===== src/rtl/svi_tape_player.sv =====
// Cassette FSK playback: leader, then per byte a '0' start bit, 8 data bits LSB first, two '1' stop bits.
// Latency: play_i rise to tape_o high is 1 clk_i plus 1 ce_i tick; bits run back to back with no gap.
// Backpressure: 1-deep holding register, byte_ready_o = busy & ~full; underrun emits filler '1' bits.
module svi_tape_player #(
    parameter int HALF0       = 4474,
    parameter int HALF1       = 2237,
    parameter int LEADER_BITS = 4096,
    parameter int CW          = 16
) (
    input  logic       clk_i,
    input  logic       reset_n_i,
    input  logic       ce_i,
    input  logic       play_i,
    input  logic [7:0] byte_i,
    input  logic       byte_valid_i,
    output logic       byte_ready_o,
    input  logic       eof_i,
    output logic       tape_o,
    output logic       busy_o,
    output logic       done_o,
    output logic       filler_o
);
    typedef enum logic [2:0] {
        S_IDLE, S_LEADER, S_START, S_DATA, S_STOP, S_FILL, S_DONE
    } state_t;

    localparam logic [CW-1:0] H0_LAST     = CW'(HALF0 - 1);
    localparam logic [CW-1:0] H1_LAST     = CW'(HALF1 - 1);
    localparam int            BW          = ($clog2(LEADER_BITS + 1) > 3) ? $clog2(LEADER_BITS + 1) : 3;
    localparam logic [BW-1:0] LEADER_LAST = BW'(LEADER_BITS - 1);
    localparam logic [BW-1:0] DATA_LAST   = BW'(7);
    localparam logic [BW-1:0] STOP_LAST   = BW'(1);

    state_t        state;
    logic [7:0]    hold;
    logic          full;
    logic [7:0]    shreg;
    logic [BW-1:0] bcnt;
    logic [CW-1:0] hcnt;
    logic [1:0]    hidx;
    logic          cur_bit;
    logic          active;

    logic [CW-1:0] half_last;
    logic          half_end;
    logic          bit_end;
    logic          at_boundary;
    state_t        nstate;
    logic          start_bit;
    logic          nbit;
    logic          fill_start;

    assign busy_o       = (state != S_IDLE) && (state != S_DONE);
    assign byte_ready_o = busy_o && !full;

    always_comb begin
        half_last   = cur_bit ? H1_LAST : H0_LAST;
        half_end    = ce_i && active && (hcnt == half_last);
        bit_end     = half_end && (hidx == (cur_bit ? 2'd3 : 2'd1));
        at_boundary = bit_end && (((state == S_LEADER) && (bcnt == LEADER_LAST)) ||
                                  ((state == S_STOP) && (bcnt == STOP_LAST)) ||
                                  (state == S_FILL));
    end

    // Next-bit selection; a new bit always starts on the tick that ends the previous one.
    always_comb begin
        nstate     = state;
        start_bit  = 1'b0;
        nbit       = 1'b1;
        fill_start = 1'b0;
        if (at_boundary) begin
            if (full) begin
                nstate    = S_START;
                start_bit = 1'b1;
                nbit      = 1'b0;
            end else if (eof_i) begin
                nstate = S_DONE;
            end else begin
                nstate     = S_FILL;
                start_bit  = 1'b1;
                fill_start = 1'b1;
            end
        end else begin
            case (state)
                S_LEADER: start_bit = (ce_i && !active) || bit_end;
                S_START: begin
                    if (bit_end) begin
                        nstate    = S_DATA;
                        start_bit = 1'b1;
                        nbit      = shreg[0];
                    end
                end
                S_DATA: begin
                    if (bit_end) begin
                        start_bit = 1'b1;
                        if (bcnt == DATA_LAST) nstate = S_STOP;
                        else                   nbit   = shreg[1];
                    end
                end
                S_STOP:  start_bit = bit_end;
                default: ;
            endcase
        end
    end

    always_ff @(posedge clk_i or negedge reset_n_i) begin
        if (!reset_n_i) begin
            state    <= S_IDLE;
            hold     <= '0;
            full     <= 1'b0;
            shreg    <= '0;
            bcnt     <= '0;
            hcnt     <= '0;
            hidx     <= '0;
            cur_bit  <= 1'b0;
            active   <= 1'b0;
            tape_o   <= 1'b0;
            done_o   <= 1'b0;
            filler_o <= 1'b0;
        end else if (!play_i) begin
            state    <= S_IDLE;
            full     <= 1'b0;
            bcnt     <= '0;
            hcnt     <= '0;
            hidx     <= '0;
            active   <= 1'b0;
            tape_o   <= 1'b0;
            done_o   <= 1'b0;
            filler_o <= 1'b0;
        end else begin
            filler_o <= fill_start;
            if (byte_valid_i && byte_ready_o) begin
                hold <= byte_i;
                full <= 1'b1;
            end
            if (state == S_IDLE) begin
                state <= S_LEADER;
                bcnt  <= '0;
            end else begin
                state <= nstate;
                if ((nstate == S_START) && (state != S_START)) begin
                    shreg <= hold;
                    full  <= 1'b0;
                end
                if ((state == S_DATA) && bit_end)
                    shreg <= shreg >> 1;
                if (bit_end)
                    bcnt <= (nstate == state) ? bcnt + BW'(1) : '0;
                // Every bit opens high; halves then alternate until the bit closes low.
                if (start_bit) begin
                    tape_o  <= 1'b1;
                    hcnt    <= '0;
                    hidx    <= '0;
                    cur_bit <= nbit;
                    active  <= 1'b1;
                end else if (nstate == S_DONE) begin
                    tape_o <= 1'b0;
                    active <= 1'b0;
                    done_o <= 1'b1;
                end else if (half_end) begin
                    hcnt   <= '0;
                    hidx   <= hidx + 2'd1;
                    tape_o <= ~tape_o;
                end else if (ce_i && active) begin
                    hcnt <= hcnt + CW'(1);
                end
            end
        end
    end
endmodule


===== config.mk =====
export PLATFORM = sky130hd
export DESIGN_NAME = svi_tape_player
export DESIGN_NICKNAME = d
export VERILOG_FILES = /design/src/rtl/svi_tape_player.sv
export SDC_FILE = /design/constraint.sdc
export NUM_CORES = 1
export LEC_CHECK = 0
export BUFFER_PORTS_ARGS = -buffer_cell sky130_fd_sc_hd__clkbuf_2
export CAP_MARGIN = 20
export CORE_UTILIZATION = 60
export DETAILED_ROUTE_END_ITERATION = 12
export PLACE_DENSITY_LB_ADDON = 0.08
export SLEW_MARGIN = 15
export SYNTH_ARGS = -nofsm -noshare
export SYNTH_HDL_FRONTEND = slang
export SYNTH_SLANG_ARGS = --single-unit

===== constraint.sdc =====
create_clock -name clk_i -period 5.9 [get_ports clk_i]
set_input_delay 0.295 -clock clk_i [delete_from_list [all_inputs] [get_ports clk_i]]
set_output_delay 0.295 -clock clk_i [all_outputs]
set_load 0.1 [all_outputs]

==> Yosys cells after proc, flatten, opt, wreduce, memory -nomap -nowiden <==
Cells that the tools add are included.
{ "classes": {"add_sub_neg": 3, "n_mul": 0, "div_mod_pow": 0, "order_cmp": 0, "eq_ne": 24, "shifts": 0, "mux": 59, "n_bitwise": 2, "n_reduce_logical": 29} }
{ "ops": {"columns": ["cell", "n"], "rows": [
  ["two-way mux 16 bit", 6],
  ["two-way mux 13 bit", 5],
  ["two-way mux 1 bit", 29],
  ["two-way mux 3 bit", 7],
  ["adder 16 x 1 -> 16 bit (second input constant)", 1],
  ["== test 16 x 13 -> 1 bit", 1],
  ["two-way mux 8 bit", 2],
  ["AND reduction 3 bit", 5],
  ["two-way mux 2 bit", 7],
  ["adder 13 x 1 -> 13 bit (second input constant)", 1],
  ["== test 13 x 1 -> 1 bit (second input constant)", 1],
  ["== test 13 x 12 -> 1 bit (second input constant)", 1],
  ["== test 13 x 3 -> 1 bit (second input constant)", 1],
  ["logical AND 1 bit", 12],
  ["== test 3 x 2 -> 1 bit (second input constant)", 3],
  ["== test 3 bit (second input constant)", 3],
  ["inequality test 3 x 1 -> 1 bit (second input constant)", 3],
  ["inequality test 4 x 1 -> 1 bit (second input constant)", 2],
  ["inequality test 3 bit (second input constant)", 2],
  ["case mux 3 bit (2 select lines)", 1],
  ["AND reduction 2 bit", 3],
  ["inequality test 2 bit (second input constant)", 2],
  ["== test 3 x 1 -> 1 bit (second input constant)", 1],
  ["== test 3 bit", 1],
  ["13 further kinds", 17]
]} }
{ "word_totals": {"ff_bits": 56, "latchBits": 0, "ramBits": 0, "rom_bits": 0, "input_bits": 14, "output_inout_bits": 5, "memories": 0} }

==> Logic depth before layout (Yosys ltp) <==
Gate-level depths: netlist of the first run.
{ "depth": {"depth_word": 12, "ltp_mapped": 10, "depth_no_buf": 9} }

==> Worst setup path before layout of the first run <==
No wires, ideal clock.
{ "synth_timing": {"path_type": "register to register", "startpoint": "reg state[0]", "endpoint": "reg hold[0]", "setup_time_ns": 0.125, "arrival_ns": 3.155, "setup_slack_ns": 2.620, "path_stages_with_launch": 7, "n_path_buf": 2, "synth_period_minus_slack_ns": 3.280, "cell_sequence": "dfrtp_1 -> clkbuf_1 -> clkbuf_1 -> a21oi_1 -> nor2_1 -> nand3_1 -> mux2_2"} }
{ "synth_between": {"elab_chain_cells": 5} }
{ "synth_lines": {"columns": ["item", "line", "source"], "rows": [
  ["start: declaration", "34", "state_t state;"],
  ["start signal: assignment", "140", "state <= nstate;"],
  ["inequality test 3 bit or nonzero test 3 bit (tied branches)", "53", "assign busy_o = (state != S_IDLE) && (state != S_DONE);"],
  ["logical AND 1 bit (*)", "53", null],
  ["logical AND 1 bit (*)", "54", "assign byte_ready_o = busy_o && !full;"],
  ["via byte_ready_o", "16", "output logic byte_ready_o,"],
  ["logical AND 1 bit (*)", "132", "if (byte_valid_i && byte_ready_o) begin"],
  ["AND reduction 2 bit (no line) (*)", null, null],
  ["end signal: assignment", "133", "hold <= byte_i;"],
  ["end: declaration", "35", "logic [7:0] hold;"]
]} }
Mark *: on every way through the listed nets, which the timed path passes. The rest lies on a longest branch.
A chain may end at the register's enable or synchronous reset.

==> Worst setup path after layout of the first run <==
{ "layout_timing": {"startpoint": "reg hcnt[10]", "endpoint": "reg shreg[7]"} }
{ "layout_between": {"elab_chain_cells": 10} }
{ "layout_lines": {"columns": ["item", "line", "source"], "rows": [
  ["start: declaration", "39", "logic [CW-1:0] hcnt;"],
  ["start signal: assignment", "165", "hcnt <= hcnt + CW'(1);"],
  ["== test 16 x 13 -> 1 bit (*)", "58", "half_end = ce_i && active && (hcnt == half_last);"],
  ["logical AND 1 bit (*)", "58", null],
  ["logical AND 1 bit (*)", "59", "bit_end = half_end && (hidx == (cur_bit ? 2'd3 : 2'd1));"],
  ["two-way mux 3 bit, on equally long branches", "94, 87", null],
  ["case mux 3 bit (2 select lines)", "84", "case (state)"],
  ["two-way mux 3 bit", "71", "if (at_boundary) begin"],
  ["== test 3 x 2 -> 1 bit", "141", "if ((nstate == S_START) && (state != S_START)) begin"],
  ["logical AND 1 bit", "141", null],
  ["nonzero test 2 bit (no line)", null, null],
  ["AND reduction 3 bit (no line)", null, null],
  ["end signal: assignment", "142", "shreg <= hold;"],
  ["end signal: assignment", "146", "shreg <= shreg >> 1;"],
  ["end: declaration", "37", "logic [7:0] shreg;"]
]} }
Every way passes the cells marked *; elsewhere a longest branch is shown, timed or not.

==> results of run 1 <==
per-layer routing:
layer | GRT usage (%) | vias up | wire (um) | part of all wire (%)
li1 | - | 1283 | - | -
met1 | 36.8 | 1241 | 3280 | 50
met2 | 38.9 | 55 | 2950 | 45
met3 | 4.37 | 7 | 232 | 3.6
met4 | 6.79 | 0 | 62 | 0.95
met5 | 0 | - | 0 | 0
worst max-delay path, stage by stage (launching register included):
cell,delay [ps]
sky130_fd_sc_hd__dfrtp_1,420
sky130_fd_sc_hd__nor4_1,430
sky130_fd_sc_hd__nand4_1,220
sky130_fd_sc_hd__a211oi_2,550
sky130_fd_sc_hd__nand4b_1,560
sky130_fd_sc_hd__a21oi_2,680
sky130_fd_sc_hd__nor2b_1,100
sky130_fd_sc_hd__a31o_2,230
synthesized netlist by cell type, types with 2 or more instances:
cell type / count / area [sq um]
sky130_fd_sc_hd__mux2i_1: 9 / 90.1
sky130_fd_sc_hd__nand4b_1: 3 / 26.3
sky130_fd_sc_hd__a21boi_0: 4 / 30.0
sky130_fd_sc_hd__xor2_1: 2 / 17.5
sky130_fd_sc_hd__xnor2_1: 15 / 131
sky130_fd_sc_hd__and4_1: 2 / 17.5
sky130_fd_sc_hd__and2_1: 2 / 12.5
sky130_fd_sc_hd__a21o_1: 3 / 22.5
sky130_fd_sc_hd__nand3b_1: 4 / 30.0
sky130_fd_sc_hd__buf_2: 3 / 15.0
sky130_fd_sc_hd__mux2_2: 8 / 90.1
sky130_fd_sc_hd__nor2_2: 2 / 12.5
sky130_fd_sc_hd__o211a_4: 2 / 35.0
sky130_fd_sc_hd__or2_2: 2 / 12.5
sky130_fd_sc_hd__ha_1: 3 / 37.5
sky130_fd_sc_hd__nor3_1: 4 / 20.0
sky130_fd_sc_hd__inv_1: 3 / 11.3
sky130_fd_sc_hd__or3_1: 7 / 43.8
sky130_fd_sc_hd__nand3_1: 22 / 110
sky130_fd_sc_hd__nor3_4: 2 / 32.5
sky130_fd_sc_hd__clkbuf_1: 12 / 45.0
sky130_fd_sc_hd__nor4_1: 3 / 18.8
sky130_fd_sc_hd__a211oi_1: 2 / 15.0
sky130_fd_sc_hd__dfrtp_1: 56 / 1400
sky130_fd_sc_hd__or3b_2: 3 / 26.3
sky130_fd_sc_hd__a22oi_1: 2 / 15.0
sky130_fd_sc_hd__or4b_1: 3 / 30.0
sky130_fd_sc_hd__o211ai_1: 2 / 15.0
sky130_fd_sc_hd__o21ai_0: 12 / 60.1
sky130_fd_sc_hd__a31o_2: 2 / 17.5
sky130_fd_sc_hd__o31ai_1: 5 / 37.5
sky130_fd_sc_hd__and4b_1: 2 / 20.0
sky130_fd_sc_hd__and3_1: 9 / 56.3
sky130_fd_sc_hd__and4bb_2: 3 / 37.5
sky130_fd_sc_hd__a21oi_1: 25 / 125
sky130_fd_sc_hd__nor2b_1: 5 / 31.3
sky130_fd_sc_hd__nand4_1: 5 / 31.3
sky130_fd_sc_hd__nand2_1: 38 / 143
sky130_fd_sc_hd__o21ai_2: 2 / 17.5
sky130_fd_sc_hd__nor2_1: 34 / 128
cells by family (layout without fill, tap and decap cells):
kind of cell	count (synthesis)	in the layout
fa+ha+maj	3	3
compound gates	72	72
simple gates	163	163
flops	56	56
mux	17	17
buf+inv	20	30
xor+xnor	17	17
through the flow:
step / util, % / total power, uW / worst slack, ps / cell area (sq um)
2_1_floorplan: - / 479 / 2620 / 3260
3_3_place_gp: 65.1 / 503 / 2740 / 3370
3_5_place_dp: 65.1 / 506 / 2640 / 3370
4_1_cts: 67.0 / 734 / 2610 / 3470
5_1_grt: 67.0 / 757 / 2240 / 3470
6_report: 67.0 / 726 / 2620 / 3470
final cells by class:
type	count	area (sq um)
repair buffers	19	97.6
flip-flops and latches	56	1400
fillers	410	1710
clock buffers	5	68.8
inverters	3	11.3
well taps	70	87.6
clock inverters	3	28.8
multi-input cells	272	1770
registers in the layout, summed over array words and instances, names as in the netlist:
register and flops:
hcnt 16, bcnt 13, hold 8, shreg 8
state 3, hidx 2, active 1, cur_bit 1
done_o 1, filler_o 1, full 1, tape_o 1
report_power, final:
| part | internal [uW] | total, uW | switching [uW] |
|---|---|---|---|
| Combinational | 30.4 | 78.3 | 47.8 |
| Clock | 90.0 | 229 | 139 |
| Sequential | 402 | 419 | 16.3 |
worst min-delay path by stage:
stage                     cells after the start       from      end  slack (ps)
after floorplan                               0  reset_n_i   active        -0.6
after global placement                        2  reset_n_i  bcnt[5]         480
after detailed placement                      2  reset_n_i  bcnt[5]         480
after CTS                                     2  reset_n_i  bcnt[0]         130
after global routing                          2  reset_n_i  bcnt[1]         190
final                                         2  reset_n_i  bcnt[6]         120
==> flow_summary_export.csv, run 1 <==
group,metric,value,unit
status,status,"finished clean",
die,num_io_pins,19,
route,route.detailed.wl_per_inst,15.2,um
cts,cts_max_level,2,
sta,min_period,3280,ps
logic_synthesis,synth_top_family_by_area,"simple AND/OR/NAND/NOR gates",
sta,rsz0062_at_grt,"false",
cts,cts_tree,"done",
logic_synthesis,complex_gate_fraction_of_the_synthesized_area,15.3,%
route,num_vias,2586,
logic_synthesis,synthDistinctLibCells,61,
power_and_ir_drop,peakVddDrop,0.156,mV
die,floorplan.initialDensity,63.1,%
logic_synthesis,synth-edff-count,0,
job,maxCapViolCount,0,
sta,hold_violations,0,
cts,cts_post_setup_buffers_inserted,0,
global_route,grt_pass1_wl,11.1,mm
sta,setup_total_negative_slack,0,ps
worst_setup_path,endpoint_kind,"flip-flop",
logic_synthesis,yosys.area_share.xor_xnor,4.56,%
cts,clock_tree.buffer_depth,2,
cts,clkSlewWorstSetupHoldPaths,110,ps
min_path,hp-class,"input port to async pin",
die,rows,26,
cts,holdBufCountCts,0,
logic_synthesis,ys_ff_latch,56,
route,post_drt_via_cell_ratio,6.04,
logic_synthesis,synth-async-reset-ratio,100,%
logic_synthesis,synth_adder_area_share,1.15,%
sta,achievable-frequency,305,MHz
logic_synthesis,synth.cell_area,3260,sq um
global_route,via_count_of_the_first_global_routing_pass,2352,
sta,slew_at_the_pin_closest_to_its_max_slew_limit,897,ps
route,first_iter_violations,210,
power_and_ir_drop,p_leak,0.00153,uW
cts,cts_made_buffers,5,
worst_setup_path,r2r_start,"hcnt[10]",
worst_setup_path,r2r_cells,7,
final_layout,antennaDiodeCount,0,
logic_synthesis,synth_simple_gate_area_share,27.8,%
route,drtPass1Iterations,4,
cts,cts_repair_resize_count,0,
logic_synthesis,synth_ff_type,"sky130_fd_sc_hd__dfrtp_1",
sta,final-max-slew-violation-count,0,
logic_synthesis,synth-warning-count,0,
placement,portBuffers,18,
final_layout,layoutNonFillerInstCount,428,
placement,dpl.hpwl,4.43,mm
die,floorplan.die.height,75.7,um
sta,setup_viol,0,
worst_setup_path,timing.critical_path.fanout_max,16,
cts,sinks_on_clock_net,56,
die,floorplan.core_area,5170,sq um
die,design.die.area,5740,sq um
final_layout,mostFrequentLayoutCell,"sky130_fd_sc_hd__dfrtp_1",
worst_setup_path,r2r_slack,2620,ps
final_layout,final_cell_mix,"sky130_fd_sc_hd__dfrtp_1, sky130_fd_sc_hd__nand2_1, sky130_fd_sc_hd__nor2_1",
logic_synthesis,postSynthCellCount,348,
worst_setup_path,timing.critical_path.from_type,"flip-flop",
worst_setup_path,crit_start,"hcnt[10]",
cts,clk-insertion-delay-late,310,ps
worst_setup_path,critical_path_required,6120,ps
sta,timing.max_slew.rel_slack,40.0,%
worst_setup_path,worst_ep_arrival_time,3490,ps
sta,period_share,55.5,%
route,remaining_drc_errors,0,
power_and_ir_drop,power.density,210,nW/um^2
placement,gp_routability_congestion,0.831,
worst_setup_path,crit_end,"shreg[7]",
cts,cts.root.buffer_cell,"sky130_fd_sc_hd__clkbuf_8",
logic_synthesis,synthesis.area_per_instance,9.37,sq um
final_layout,areaGrowthSynthToFinish,6.25,%
placement,post-place-cells,420,
final_layout,net_count_reported_at_finish,374,
die,die-width,75.7,um
worst_setup_path,crit_reg_reg_endpoint,"shreg[7]",
logic_synthesis,synth_sequential_area_ratio,43.0,%
global_route,grt_start_max_net_pins,57,
global_route,grt_antenna_before_repair,0,
logic_synthesis,syn-num-nets,365,
global_route,sum_of_overflow_across_all_layers_after_global_routing,0,
route,ant_nets,0,
route,postRouteWirelength,6.52,mm
final_layout,final_layout_size_suffix_gt1_share,16.5,%
logic_synthesis,muxShareOfSynthArea,5.52,%
sta,fin_skew,7.41,ps
worst_setup_path,crit_type,"flip-flop to flip-flop",
global_route,track_usage,25.2,%
sta,hold_ws,116,ps
(Power assumes the default switching activity.)
==> run 2, diff against run 1 <==
--- a/config.mk
+++ b/config.mk
@@ -7,7 +7,7 @@
 export LEC_CHECK = 0
 export BUFFER_PORTS_ARGS = -buffer_cell sky130_fd_sc_hd__clkbuf_2
 export CAP_MARGIN = 20
-export CORE_UTILIZATION = 60
+export CORE_UTILIZATION = 55
 export DETAILED_ROUTE_END_ITERATION = 12
 export PLACE_DENSITY_LB_ADDON = 0.08
 export SLEW_MARGIN = 15
==> constraint.sdc (replaced) <==
create_clock -name clk_i -period 2.75 [get_ports clk_i]
set_input_delay 0.1375 -clock clk_i [delete_from_list [all_inputs] [get_ports clk_i]]
set_output_delay 0.1375 -clock clk_i [all_outputs]
set_load 0.1 [all_outputs]
==> run 2 against run 1 <==
Compared with the run above:
- combinational power up 130%
- utilization decreased by 2.6 points
- critical endpoint is now hcnt[5]
- setup slack worse by 2400 ps
==> flow_summary_export.csv, run 2 (synthesis results as in run 1) <==
group,metric,value,unit
placement,dpl_cell_area,3480,sq um
route,ant_nets,0,
final_layout,largest_reg_flops,16,
min_path,hp-class,"input port to flip-flop",
final_layout,final_layout_size_suffix_gt1_share,20.4,%
power_and_ir_drop,peakVddDrop,0.293,mV
die,die-width,79.0,um
global_route,grt_antenna_before_repair,0,
worst_setup_path,timing.critical_path.fanout_max,14,
final_layout,antennaDiodeCount,0,
global_route,grt_pass1_wl,11.8,mm
cts,cts_post_setup_buffers_inserted,0,
worst_setup_path,worst_ep_arrival_time,2750,ps
cts,cts_tree,"done",
die,num_io_pins,19,
route,post_drt_via_cell_ratio,6.00,
cts,cts_made_buffers,5,
min_path,min_delay_path_depth,2,
sta,fin_skew,4.71,ps
cts,clk-insertion-delay-late,310,ps
final_layout,top_register,"hcnt",
route,drtPass1Iterations,4,
cts,clkSlewWorstSetupHoldPaths,100,ps
cts,sinks_on_clock_net,56,
route,route.detailed.wl_per_inst,15.5,um
route,num_vias,2672,
die,floorplan.initialDensity,58.2,%
route,first_iter_violations,177,
placement,portBuffers,18,
sta,slew_at_the_pin_closest_to_its_max_slew_limit,914,ps
global_route,track_usage,24.3,%
sta,min_period,2570,ps
final_layout,areaGrowthSynthToFinish,10.7,%
worst_setup_path,timing.critical_path.from_type,"flip-flop",
worst_setup_path,crit_type,"flip-flop to flip-flop",
final_layout,top_regs,"hcnt: 16 flops, bcnt: 13 flops",
job,maxCapViolCount,0,
die,floorplan.die.height,79.0,um
sta,achievable-frequency,389,MHz
sta,final-max-slew-violation-count,0,
die,floorplan.core_area,5610,sq um
power_and_ir_drop,power.density,427,nW/um^2
final_layout,final_cell_mix,"sky130_fd_sc_hd__dfrtp_1, sky130_fd_sc_hd__nand2_1, sky130_fd_sc_hd__nor2_1",
sta,timing.max_slew.rel_slack,38.9,%
route,postRouteWirelength,6.91,mm
status,status,"finished clean",
final_layout,stdcell_area,3610,sq um
sta,setup_viol,0,
worst_setup_path,critical_path_required,2930,ps
final_layout,regArea,1400,sq um
cts,cts.root.buffer_cell,"sky130_fd_sc_hd__clkbuf_8",
cts,clock_tree.buffer_depth,2,
die,design.die.area,6240,sq um
global_route,via_count_of_the_first_global_routing_pass,2487,
worst_setup_path,crit_start,"bcnt[0]",
final_layout,net_count_reported_at_finish,389,
sta,rsz0062_at_grt,"false",
worst_setup_path,r2r_cells,8,
route,remaining_drc_errors,0,
die,rows,27,
placement,gp_routability_congestion,0.886,
global_route,sum_of_overflow_across_all_layers_after_global_routing,0,
final_layout,mostFrequentLayoutCell,"sky130_fd_sc_hd__dfrtp_1",
min_path,timing.hold.worst.start,"byte_i[6]",
sta,setup_total_negative_slack,0,ps
final_layout,multi_input_area,1800,sq um
sta,hold_violations,0,
final_layout,fill_cells,495,
final_layout,finalCoreUtilization,64.4,%
power_and_ir_drop,total_power,1540,uW
worst_setup_path,r2r_start,"bcnt[0]",
sta,period_share,93.6,%
placement,dpl.hpwl,4.84,mm
power_and_ir_drop,p_leak,0.00160,uW
worst_setup_path,endpoint_kind,"flip-flop",
global_route,grt_start_max_net_pins,57,
cts,cts_max_level,2,
==> run 2: area by class of cell <==
type / count / share of cell area [%]
flip-flops and latches: 56 / 38.8
multi-input cells: 272 / 49.8
repair buffers: 34 / 5.89
clock inverters: 2 / 0.416
well taps: 72 / 2.49
clock buffers: 6 / 2.29
inverters: 3 / 0.312
==> run 2: path summary, 6_finish.rpt <==
path                                  to  slack [ps]
worst max-delay path             hcnt[5]         180
worst min-delay path             hold[6]          50
worst max register to register   hcnt[5]         180
worst min register to register  shreg[7]         510
max in group asynchronous       shreg[4]        1770
min in group asynchronous        bcnt[4]         480
==> run 2: through the flow <==
stage	cells	setup WS [ps]	hold slack (ps)
final	445	177	53.6
after global routing	445	9.20	31.6
after CTS	445	155	37.7
after detailed placement	436	-23.2	325
after global placement	436	89.8	317
after floorplan	348	75.4	-158
==> run 2: what timing repair did <==
| action | CTS | global route |
|---|---|---|
| pin swaps | 0 | 1 |
| gates cloned | 0 | 0 |
| resized for setup | 1 | 4 |
| hold buffers | 1 | 0 |
| hold endpoints to repair | 56 | 0 |
| setup endpoints to repair | 4 | 11 |
==> run 2: metal layers <==
| metal | wire length, um | track usage (%) | up-vias |
|---|---|---|---|
| li1 | - | - | 1305 |
| met1 | 3280 | 34.0 | 1288 |
| met2 | 3200 | 38.5 | 74 |
| met3 | 359 | 4.14 | 5 |
| met4 | 64 | 7.27 | 0 |
| met5 | 0 | 0 | - |
==> run 2: power by group <==
group | leakage [uW] | switching (uW) | internal (uW)
Sequential | 0.000760 | 29.6 | 863
Clock | 0.0000434 | 265 | 204
Combinational | 0.000792 | 108 | 70.7
Total | 0.00160 | 402 | 1140
==> run 2: worst max-delay path, cell delays in order, from the launching register on <==
cell                      delay (ps)
sky130_fd_sc_hd__dfrtp_1         440
sky130_fd_sc_hd__ha_1            190
sky130_fd_sc_hd__nand4_1         130
sky130_fd_sc_hd__or4_4           580
sky130_fd_sc_hd__o211a_4         270
sky130_fd_sc_hd__nor3_4          250
sky130_fd_sc_hd__nor3_4          100
sky130_fd_sc_hd__o21ai_4         360
sky130_fd_sc_hd__nor2_1          110
